===== config.mk =====
export PLATFORM = sky130hd
export DESIGN_NAME = router_ilck_slice
export DESIGN_NICKNAME = d
export VERILOG_FILES = /design/src/rtl/router_ilck_pkg.sv /design/src/rtl/router_ilck_lane.sv /design/src/rtl/router_ilck_slice.sv
export SDC_FILE = /design/constraint.sdc
export NUM_CORES = 1
export LEC_CHECK = 0
export CAP_MARGIN = 10
export CORE_ASPECT_RATIO = 1.5
export CORE_MARGIN = 5
export CORE_UTILIZATION = 42
export DETAILED_ROUTE_END_ITERATION = 8
export PLACE_DENSITY_LB_ADDON = 0.3
export SLEW_MARGIN = 20
export SYNTH_ARGS = -nofsm -noshare
export SYNTH_HDL_FRONTEND = slang
export SYNTH_SLANG_ARGS = --single-unit
export TNS_END_PERCENT = 1

===== constraint.sdc =====
create_clock -name clk -period 3.75 [get_ports clk]
set_input_delay 0.5625 -clock clk [delete_from_list [all_inputs] [get_ports clk]]
set_output_delay 0.5625 -clock clk [all_outputs]
set_load 0.02 [all_outputs]

===== src/rtl/router_ilck_pkg.sv =====
`default_nettype none
// ============================================================================
// Module   : router_ilck_pkg
// Purpose  : Shared types and helpers for the router interlocked register
//            slice: the per-lane state encoding, default widths and the
//            lane bit-slice helper used to carve flat lane buses.
// Ports    : none (package)
// Revision : 1.0 - initial release
// ============================================================================
package router_ilck_pkg;

    // Lane occupancy: EMPTY (nothing held), ONE (main full), TWO (main + skid)
    typedef enum logic [1:0] {
        EMPTY = 2'd0,
        ONE   = 2'd1,
        TWO   = 2'd2
    } lane_state_e;

    localparam int DEF_DATA_W = 8;
    localparam int DEF_CNT_W  = 8;

    // LSB position of lane 'lane' inside a flat bus of 'width'-bit lanes
    function automatic int lane_lsb(input int lane, input int width);
        return lane * width;
    endfunction

endpackage
`default_nettype wire


===== src/rtl/router_ilck_lane.sv =====
`default_nettype none
// ============================================================================
// Module   : router_ilck_lane
// Purpose  : One lane of the interlocked register slice. A main register
//            feeds out_data; a skid register catches the single beat that can
//            arrive in the cycle the downstream stalls, which lets in_ready be
//            a flop rather than a combinational function of out_ready.
// Ports    : clk, reset_n (async active-low), flush (sync clear),
//            in_valid/in_data/in_ready (upstream), out_valid/out_data/
//            out_ready (downstream), stall_cnt (only with the macro below).
// Options  : ROUTER_ILCK_STALL_CNT_EN adds a saturating stall counter.
// Revision : 1.0 - initial release
// ============================================================================
module router_ilck_lane
    import router_ilck_pkg::*;
#(
    parameter int                DATA_W  = DEF_DATA_W,
    parameter int                CNT_W   = DEF_CNT_W,
    parameter logic [DATA_W-1:0] RST_VAL = '0
) (
    input  logic              clk,
    input  logic              reset_n,
    input  logic              flush,
    input  logic              in_valid,
    input  logic [DATA_W-1:0] in_data,
    output logic              in_ready,
    output logic              out_valid,
    output logic [DATA_W-1:0] out_data,
    input  logic              out_ready
`ifdef ROUTER_ILCK_STALL_CNT_EN
    ,
    output logic [CNT_W-1:0]  stall_cnt
`endif
);

    lane_state_e       state_q, state_d;
    logic [DATA_W-1:0] main_q, main_d;
    logic [DATA_W-1:0] skid_q, skid_d;
    logic              in_ready_q, in_ready_d;
    logic              out_valid_q, out_valid_d;
    logic              push;
    logic              pop;

    assign push = in_valid & in_ready_q;
    assign pop  = out_valid_q & out_ready;

    always_comb begin
        state_d = state_q;
        main_d  = main_q;
        skid_d  = skid_q;
        if (flush) begin
            // Flush wins over any same-cycle push or pop
            state_d = EMPTY;
            main_d  = RST_VAL;
            skid_d  = RST_VAL;
        end else begin
            case (state_q)
                EMPTY: begin
                    if (push) begin
                        state_d = ONE;
                        main_d  = in_data;
                    end
                end
                ONE: begin
                    if (push && !pop) begin
                        state_d = TWO;
                        skid_d  = in_data;
                    end else if (push && pop) begin
                        main_d  = in_data;
                    end else if (pop) begin
                        state_d = EMPTY;
                    end
                end
                TWO: begin
                    // in_ready is low here, so only a pop can happen
                    if (pop) begin
                        state_d = ONE;
                        main_d  = skid_q;
                    end
                end
                default: begin
                    state_d = EMPTY;
                    main_d  = RST_VAL;
                    skid_d  = RST_VAL;
                end
            endcase
        end
        // Handshake outputs are decoded from the next state and registered
        out_valid_d = (state_d != EMPTY);
        in_ready_d  = (state_d != TWO);
    end

    always_ff @(posedge clk or negedge reset_n) begin
        if (!reset_n) begin
            state_q     <= EMPTY;
            main_q      <= RST_VAL;
            skid_q      <= RST_VAL;
            out_valid_q <= 1'b0;
            in_ready_q  <= 1'b1;
        end else begin
            state_q     <= state_d;
            main_q      <= main_d;
            skid_q      <= skid_d;
            out_valid_q <= out_valid_d;
            in_ready_q  <= in_ready_d;
        end
    end

    assign in_ready  = in_ready_q;
    assign out_valid = out_valid_q;
    assign out_data  = main_q;

`ifdef ROUTER_ILCK_STALL_CNT_EN
    logic [CNT_W-1:0] stall_cnt_q, stall_cnt_d;

    // Saturating count of cycles the lane offers data that is not taken;
    // survives flush so stall history is kept across traffic clears.
    always_comb begin
        stall_cnt_d = stall_cnt_q;
        if (out_valid_q && !out_ready && (stall_cnt_q != {CNT_W{1'b1}})) begin
            stall_cnt_d = stall_cnt_q + 1'b1;
        end
    end

    always_ff @(posedge clk or negedge reset_n) begin
        if (!reset_n) begin
            stall_cnt_q <= '0;
        end else begin
            stall_cnt_q <= stall_cnt_d;
        end
    end

    assign stall_cnt = stall_cnt_q;
`else
    logic unused_cnt_cfg;
    assign unused_cnt_cfg = ^CNT_W;
`endif

endmodule
`default_nettype wire


===== src/rtl/router_ilck_slice.sv =====
`default_nettype none
// ============================================================================
// Module   : router_ilck_slice
// Purpose  : Multi-channel interlocked register slice. CHANNELS independent
//            lanes, each a 2-entry skid buffer with registered valid and
//            ready, breaking forward and backward timing paths.
// Ports    : clk, reset_n (async active-low), flush (sync clear),
//            in_valid[CHANNELS], in_data[CHANNELS*DATA_W], in_ready[CHANNELS],
//            out_valid[CHANNELS], out_data[CHANNELS*DATA_W],
//            out_ready[CHANNELS], stall_cnt[CHANNELS*CNT_W] (macro only).
//            Lane i occupies bits [i*W +: W] of every flat bus.
// Options  : ROUTER_ILCK_STALL_CNT_EN adds per-lane saturating stall counters.
// Revision : 1.0 - initial release
// ============================================================================
module router_ilck_slice
    import router_ilck_pkg::*;
#(
    parameter int                DATA_W   = DEF_DATA_W,
    parameter int                CHANNELS = 4,
    parameter logic [DATA_W-1:0] RST_VAL  = '0,
    parameter int                CNT_W    = DEF_CNT_W
) (
    input  logic                       clk,
    input  logic                       reset_n,
    input  logic                       flush,
    input  logic [CHANNELS-1:0]        in_valid,
    input  logic [CHANNELS*DATA_W-1:0] in_data,
    output logic [CHANNELS-1:0]        in_ready,
    output logic [CHANNELS-1:0]        out_valid,
    output logic [CHANNELS*DATA_W-1:0] out_data,
    input  logic [CHANNELS-1:0]        out_ready
`ifdef ROUTER_ILCK_STALL_CNT_EN
    ,
    output logic [CHANNELS*CNT_W-1:0]  stall_cnt
`endif
);

    for (genvar i = 0; i < CHANNELS; i++) begin : g_lane
        router_ilck_lane #(
            .DATA_W  (DATA_W),
            .CNT_W   (CNT_W),
            .RST_VAL (RST_VAL)
        ) u_lane (
            .clk       (clk),
            .reset_n   (reset_n),
            .flush     (flush),
            .in_valid  (in_valid[i]),
            .in_data   (in_data[lane_lsb(i, DATA_W) +: DATA_W]),
            .in_ready  (in_ready[i]),
            .out_valid (out_valid[i]),
            .out_data  (out_data[lane_lsb(i, DATA_W) +: DATA_W]),
            .out_ready (out_ready[i])
`ifdef ROUTER_ILCK_STALL_CNT_EN
            ,
            .stall_cnt (stall_cnt[lane_lsb(i, CNT_W) +: CNT_W])
`endif
        );
    end

endmodule
`default_nettype wire


==> metrics.yaml <==
synth_area_leaders: "dfrtp_1 41%, a311oi_2 7.9%, o32ai_1 4.6%"
chipHeight_um: 138
synth_area_per_cell_um2: 9.48
leakagePower_nw: 2.16
grt_use_total_pct: 16.9
antenna_cells: 0
dieArea_um2: 13200
grt_max_degree: 81
internal_power_mw: 1.87
drt-initial-drc-count: 174
synth_top_area_share_pct: 41.5
netlist_instances: 484
swShare_pct: 30.0
synth-edff-count: 0
areaGrowthSynthToFinish_pct: 23.4
grt_overflow: 0
slew_headroom_pct: 43.4
nFillCells: 991
path_cells: "xor2_1, a21oi_4, nor2_1, a311oi_2"
wl_per_cell_um: 15.6
syn_area_um2: 4590
critPathLaunch: "g_lane[1].u_lane.state_q[0]"
yosys-top-cells-count: "76 x dfrtp_1, 42 x nand2_1, 37 x nor2_1"
numCtsBuffers: 9
grt_pass1_wl_um: 18100
clkTransAtPathRegs_ns: 0.06
grt_pass1_vias: 3791
hold_buffers: 0
critPathArrivalTime_ns: 2.37
wl_um: 10600
crit_family: "flip-flops"
cts_max_path_buffers: 2
io_buffers: 82
critPathRequiredTime_ns: 3.98
crit_buf_inv: 0
reg2reg_to: "g_lane[1].u_lane.out_data[7]"
p_switching_mw: 0.801
slowest_stage: "dfrtp_1"
ctsRootBufferMaster: "clkbuf_16"
clock_power_share_pct: 35.1
core_area_um2: 10600
status: "completed"
insertion_delay_ns: 0.33
avgViaCountPerCell: 5.49
holdWs_ns: 0.261
synth-seq-area-share_pct: 43.7
hold_viol_final: 0
skew_ns: 0.00764
period_minus_slack_ns: 2.13
synth-main-ff-cell: "dfrtp_1"
synth-seq-cells: 80
reg2regPathDepth: 4
cp.depth: 4
combinationalPowerShare_pct: 24.7
cts_tree: "built"
die_x_um: 95.3
endpoint_kind: "flop"
ir_drop_uv: 344
drt_first_pass_iters: 4
max-cap-violations: 0
antenna_found_initial: 0
yosysTopAreaCell: "dfrtp_1"
cpPeakStageDelay_ns: 0.89
setup_violations: 0
place_congestion: 0.744
critPathMaxFanout: 30
ios: 83
netlist-cell-type-count: 38
fin_crit_sh_pct: 56.9
layout-drive-gt1-share_pct: 11.0
num-nets-final: 573
worst_pin_slew_ns: 0.849
hp-class: "input port to asynchronous set/reset pin"
drcViolationCount: 0
dr_total_vias: 3727
dpl.hpwl_um: 6920
ctsResizeCount: 0
path_class: "flop to flop"
postCtsSetupRepairBufs: 0
yosysMostFrequentCell: "dfrtp_1"
rows: 46
setup_tns_ns: 0
start_util_pct: 43.1
ant_nets: 0
async_flop_share_pct: 100
worstReg2RegStart: "g_lane[1].u_lane.state_q[0]"
cts_htree_levels: 3
yosys_warnings: 0
cts.sinks: 80
seqPwrFrac_pct: 40.3
slew_violations: 0
timing.fmax_mhz: 469
syn-num-nets: 527
cp-endpoint: "g_lane[1].u_lane.out_data[7]"
p_per_area_nw_per_um2: 472
startpoint_type: "flop"
ff2ff_setup_slack_ns: 1.62
rsz0062_at_grt: "false"
==> through the flow <==
step | instance area, µm² | setup WS, ns | util [%] | cells | total power, mW
6_report | 5660 | 1.62 | 53.2 | 679 | 2.67
5_1_grt | 5660 | 1.40 | 53.2 | 679 | 2.82
4_1_cts | 5660 | 1.62 | 53.1 | 679 | 2.70
3_5_place_dp | 5340 | 1.58 | 50.2 | 663 | 1.75
2_1_floorplan | 4590 | 2.26 | - | 484 | 1.52
3_3_place_gp | 5340 | 1.61 | 50.2 | 663 | 1.74
==> power by group through the flow <==
| stage | combinational, mW | sequential [mW] | clock (mW) |
|---|---|---|---|
| 2_1_floorplan | 0.427 | 1.09 | 0 |
| 3_3_place_gp | 0.652 | 1.09 | 0 |
| 3_5_place_dp | 0.663 | 1.09 | 0 |
| 4_1_cts | 0.666 | 1.08 | 0.961 |
| 5_1_grt | 0.723 | 1.09 | 1.00 |
| 6_report | 0.658 | 1.07 | 0.937 |
==> sequential cells by signal, indices dropped and copies added, names as in the netlist <==
register,flops
g_lane.u_lane.skid_q,32
g_lane.u_lane.state_q,8
g_lane.u_lane.out_data,32
g_lane.u_lane.in_ready,4
g_lane.u_lane.out_valid,4
==> cells by family after synthesis <==
group / share of synthesized area (%)
and+or+nand+nor: 22.1
AOI/OAI and AO/OA: 23.9
DFF: 43.7
buffers and inverters: 7.69
muxes: 1.96
xor gates and xnor gates: 0.573
==> worst min-delay path by stage <==
stage	cells past startpoint	start	end	slack, ns
2_1_floorplan	0	reset_n	g_lane[0].u_lane.out_data[0]	0.27
3_5_place_dp	2	g_lane[0].u_lane.skid_q[2]	g_lane[0].u_lane.skid_q[2]	0.54
3_3_place_gp	2	g_lane[1].u_lane.skid_q[4]	g_lane[1].u_lane.skid_q[4]	0.53
5_1_grt	1	reset_n	g_lane[2].u_lane.out_data[7]	0.34
4_1_cts	1	reset_n	g_lane[2].u_lane.out_data[7]	0.45
6_report	1	reset_n	g_lane[2].u_lane.out_data[7]	0.26
==> worst reg2reg max path, cell delays in order, from the launching register on <==
cell      delay [ns]
dfrtp_1         0.89
xor2_1          0.23
a21oi_4         0.55
nor2_1          0.12
a311oi_2        0.25
==> cells in the final DEF (no fill, tap or decap), drive strengths merged, types with 5 or more instances in the layout <==
master         count
inv               26
clkdlybuf4s50     80
a221oi             8
dfrtp             76
nand3              7
a211oi            11
mux2i              9
nand3b            25
nor2b              8
and2               5
nor3              32
nor2              43
a21oi             38
clkbuf            13
o32ai             24
a211o              5
nand2             42
a311oi            24
nand2b            26
==> metal layers <==
layer  track usage [%]  wire length [µm]  up-vias
li1                  -                 -     1827
met3              3.64               452        6
met2              29.1              5620       73
met5                 0                 0        -
met4              6.01                99        0
met1              20.5              4440     1821
==> final cells by class <==
cell class                 instances  area (µm²)  area share (%)
clock buffer                      13         250            4.42
inverter                          26        97.6            1.72
timing repair buffer              84         832            14.7
clock inverter                     3        65.1            1.15
sequential                        80        2010            35.5
multi-input combinational        329        2230            39.4
tap                              144         180            3.18
(Power assumes the default switching activity.)
